File: src/rtl/rv32i_types.sv
// rv32i_types: shared types for the memory hierarchy (line width, arbiter grant).
package rv32i_types;
  localparam int LINE_W = 256;
  typedef enum logic {GRANT_I, GRANT_D} arb_grant_t;
endpackage

File: src/rtl/mem_arbiter.sv
// mem_arbiter: shares one physical memory port between the I-side (read-only) and D-side
// requesters, one transaction at a time, round-robin on simultaneous requests.
module mem_arbiter
  import rv32i_types::*;
#(
  parameter int DATA_W = LINE_W,
  parameter int ADDR_W = 32
) (
  input  logic              clk,
  input  logic              rst,
  input  logic              i_read,
  input  logic [ADDR_W-1:0] i_address,
  output logic [DATA_W-1:0] i_rdata,
  output logic              i_resp,
  input  logic              d_read,
  input  logic              d_write,
  input  logic [ADDR_W-1:0] d_address,
  input  logic [DATA_W-1:0] d_wdata,
  output logic [DATA_W-1:0] d_rdata,
  output logic              d_resp,
  output logic              pmem_read,
  output logic              pmem_write,
  output logic [ADDR_W-1:0] pmem_address,
  output logic [DATA_W-1:0] pmem_wdata,
  input  logic [DATA_W-1:0] pmem_rdata,
  input  logic              pmem_resp
);
  typedef enum logic [1:0] {s_idle, s_inst, s_data} state_t;
  state_t     state;
  arb_grant_t last_grant;
  logic       i_req, d_req, in_i, in_d;
  assign i_req = i_read;
  assign d_req = d_read | d_write;
  assign in_i  = state == s_inst;
  assign in_d  = state == s_data;
  // every s_idle pass is mandatory, so grants can never run back to back
  always_ff @(posedge clk or posedge rst) begin
    if (rst) begin
      state      <= s_idle;
      last_grant <= GRANT_I;
    end else begin
      case (state)
        s_idle: begin
          if (i_req && d_req) state <= (last_grant == GRANT_I) ? s_data : s_inst;
          else if (i_req) state <= s_inst;
          else if (d_req) state <= s_data;
        end
        s_inst: if (pmem_resp) begin
          state      <= s_idle;
          last_grant <= GRANT_I;
        end
        s_data: if (pmem_resp) begin
          state      <= s_idle;
          last_grant <= GRANT_D;
        end
        default: state <= s_idle;
      endcase
    end
  end
  // a simultaneous read+write from D is treated as a write
  assign pmem_read    = in_i | (in_d & d_read & ~d_write);
  assign pmem_write   = in_d & d_write;
  assign pmem_address = in_i ? i_address : in_d ? d_address : '0;
  assign pmem_wdata   = in_d ? d_wdata : '0;
  assign i_rdata      = in_i ? pmem_rdata : '0;
  assign d_rdata      = in_d ? pmem_rdata : '0;
  assign i_resp       = in_i & pmem_resp;
  assign d_resp       = in_d & pmem_resp;
endmodule
File: config.mk
export PLATFORM = sky130hd
export DESIGN_NAME = mem_arbiter
export DESIGN_NICKNAME = d
export VERILOG_FILES = /design/src/rtl/rv32i_types.sv /design/src/rtl/mem_arbiter.sv
export SDC_FILE = /design/constraint.sdc
export NUM_CORES = 1
export LEC_CHECK = 0
export CORE_AREA = 2 2 541 543
export DETAILED_ROUTE_END_ITERATION = 8
export DIE_AREA = 0 0 543 545
export GPL_TIMING_DRIVEN = 0
export SETUP_SLACK_MARGIN = 0.4
export SYNTH_ARGS = -nofsm -noshare
export SYNTH_HDL_FRONTEND = slang
export SYNTH_SLANG_ARGS = --single-unit
File: constraint.sdc
create_clock -name clk -period 3 [get_ports clk]
set_input_delay 0.6 -clock clk [delete_from_list [all_inputs] [get_ports clk]]
set_output_delay 0.6 -clock clk [all_outputs]
set_load 0.05 [all_outputs]
==> results.sh <==
export IMPL_outcome="finished, violations left"
export IMPL_violations="negative setup slack"
export IMPL_cts_root_buf="clkbuf_16"
export IMPL_gp_congestion=1.18
export IMPL_drtPass1Iterations=5
export IMPL_die_x_um=543
export IMPL_synthCells=921
export IMPL_cts_buffer_depth=2
export IMPL_antenna_found_initial=239
export IMPL_fmax_ghz=0.328
export IMPL_drt_iter0_drc=971
export IMPL_post_route_util_pct=8.21
export IMPL_grt_pass1_vias=13607
export IMPL_final_nets=2896
export IMPL_p_per_area_nw_per_um2=899
export IMPL_ir_worst_vdd_mv=0.423
export IMPL_postSynthAreaPerCell_um2=6.30
export IMPL_detail_route_wl_per_cell_um=36.9
export IMPL_fin_ws_ns=-0.0477
export IMPL_slew_headroom_pct=34.4
export IMPL_path_clk_slew_ns=0.03
export IMPL_insertion_delay_ns=0.23
export IMPL_cts_hold_buf=0
export IMPL_final_layout_size_suffix_gt1_share_pct=30.1
export IMPL_track_usage_pct=15.0
export IMPL_io_buffers=1385
export IMPL_die_h_um=545
export IMPL_rsz0062_at_grt="true"
export IMPL_tritoncts="yes"
export IMPL_end_kind="primary output"
export IMPL_multiInputGateArea_um2=5230
export IMPL_core_area_um2=290000
export IMPL_htreeDepth=1
export IMPL_cts_sinks=3
export IMPL_grt_pass1_wl_um=260000
export IMPL_hpwl_um=222000
export IMPL_met1_length_um=94100
export IMPL_numCtsBuffers=3
export IMPL_most_common_layout_cells="and2_1, clkdlybuf4s50_1, clkdlybuf4s15_2"
export IMPL_leakage_nw=9.56
export IMPL_required_ns=2.40
export IMPL_finalSetupViolCount=11
export IMPL_fin_setup_tns_ns=-0.164
export IMPL_wl_met2_um=100000
export IMPL_hp_class="register to register"
export IMPL_wl_met3_um=27700
export IMPL_critical_path_class="input pin to primary output"
export IMPL_grt_remaining_overflow=0
export IMPL_start_util_pct=2.00
export IMPL_start_kind="input pin"
export IMPL_fill_cells=34189
export IMPL_wl_um=233000
export IMPL_highest_layer="met5"
export IMPL_finalHoldViolations=0
export IMPL_yosysWarningCount=0
export IMPL_grt_max_degree=11
export IMPL_syn2layout_area_growth_pct=310
export IMPL_cp_arrival_ns=2.45
export IMPL_die_area_um2=296000
export IMPL_maxCapViolCount=0
export IMPL_yosysSeqAreaShare_pct=1.29
export IMPL_tightestPinTransition_ns=0.982
export IMPL_fin_skew_ns=0.000394
export IMPL_critical_path_max_fanout=2
export IMPL_syn_area_um2=5810
export IMPL_viasPerCell=2.36
export IMPL_seqCellArea_um2=75.1
export IMPL_p_total_mw=21.4
export IMPL_fin_crit_sh_pct=102
export IMPL_fin_cells=6308
export IMPL_antenna_left=0
export IMPL_syn_nets=1506
export IMPL_ios=1386
export IMPL_slew_violations=0
export IMPL_rows=198
export IMPL_dp_cells=6206
export IMPL_dr_total_vias=14891
export IMPL_dp_worst_setup_slack_ns=-1.37
export IMPL_synth_cell_type_count=21
export IMPL_synth_seq_cells=3
export IMPL_drc=0
export IMPL_final_common_cell="and2_1"
export IMPL_period_needed_ns=3.05
[Yosys cell counts (all sizes together)]
cell type / number / area (µm²)
clkbuf: 37 / 161
nand2b: 2 / 12.5
and2: 770 / 4820
o211ai: 1 / 7.51
o2111ai: 1 / 8.76
a21o: 1 / 7.51
o21ai: 1 / 5.00
nand3: 1 / 5.00
dfrtp: 3 / 75.1
nand2: 4 / 15.0
o21bai: 2 / 15.0
nor2: 1 / 3.75
nor2b: 1 / 6.26
ha: 3 / 37.5
inv: 4 / 15.0
a21oi: 1 / 5.00
buf: 56 / 328
a22o: 32 / 280
[routing by layer]
layer | GRT usage, % | up-vias
li1 | - | 5689
met1 | 18.0 | 6987
met2 | 23.3 | 1748
met3 | 6.86 | 399
met4 | 5.44 | 68
met5 | 0.0974 | -
[layout make-up]
class / instances / area share [%]
inverters: 4 / 0.0631
plain buffers: 93 / 2.64
clock buffers: 4 / 0.331
well taps: 3900 / 20.5
multi-input cells: 821 / 22.0
diodes: 98 / 1.03
flip-flops and latches: 3 / 0.315
repair buffers: 1385 / 53.1
[sequential cells by signal, summed over array words and instances (netlist names)]
signal	count
last_grant	1
state	2
[timing repair]
action	CTS	global route
setup endpoints to repair	804	803
resized for setup	2000	634
setup buffers	0	0
hold endpoints to repair	0	0
[path summary, 6_finish.rpt]
path | start | end | slack [ns] | depth (start not counted)
max in group asynchronous | rst | last_grant | 2.10 | 2
hold / removal | last_grant | last_grant | 0.53 | 1
setup / recovery | pmem_rdata[167] | i_rdata[167] | -0.05 | 3
min in group asynchronous | rst | state[1] | 0.73 | 2
setup reg to reg | state[1] | last_grant | 1.44 | 6
hold reg to reg | last_grant | last_grant | 0.53 | 1
[metrics by stage]
| step | hold WS [ns] | instance area (µm²) |
|---|---|---|
| 2_1_floorplan | 0.354 | 5810 |
| 3_3_place_gp | 0.515 | 24500 |
| 3_5_place_dp | 0.531 | 24500 |
| 4_1_cts | 0.545 | 24500 |
| 5_1_grt | 0.594 | 23700 |
| 6_report | 0.534 | 23800 |
[where the power goes]
group	total [mW]	switching (mW)	internal [mW]
Sequential	0.0724	0.0137	0.0587
Clock	0.215	0.0391	0.176
Combinational	21.1	16.1	5.04
[kinds of logic after synthesis]
family | Yosys count | synth area share, %
flops | 3 | 1.29
compound gates | 39 | 5.67
buf+inv | 97 | 8.69
simple gates | 779 | 83.7
fa+ha+maj | 3 | 0.647
[worst max-delay path, stage by stage]
cell             delay [ns]
clkdlybuf4s50_1        1.05
and2_1                 0.23
dlygate4sd2_1          0.55
(Power assumes the default switching activity.)
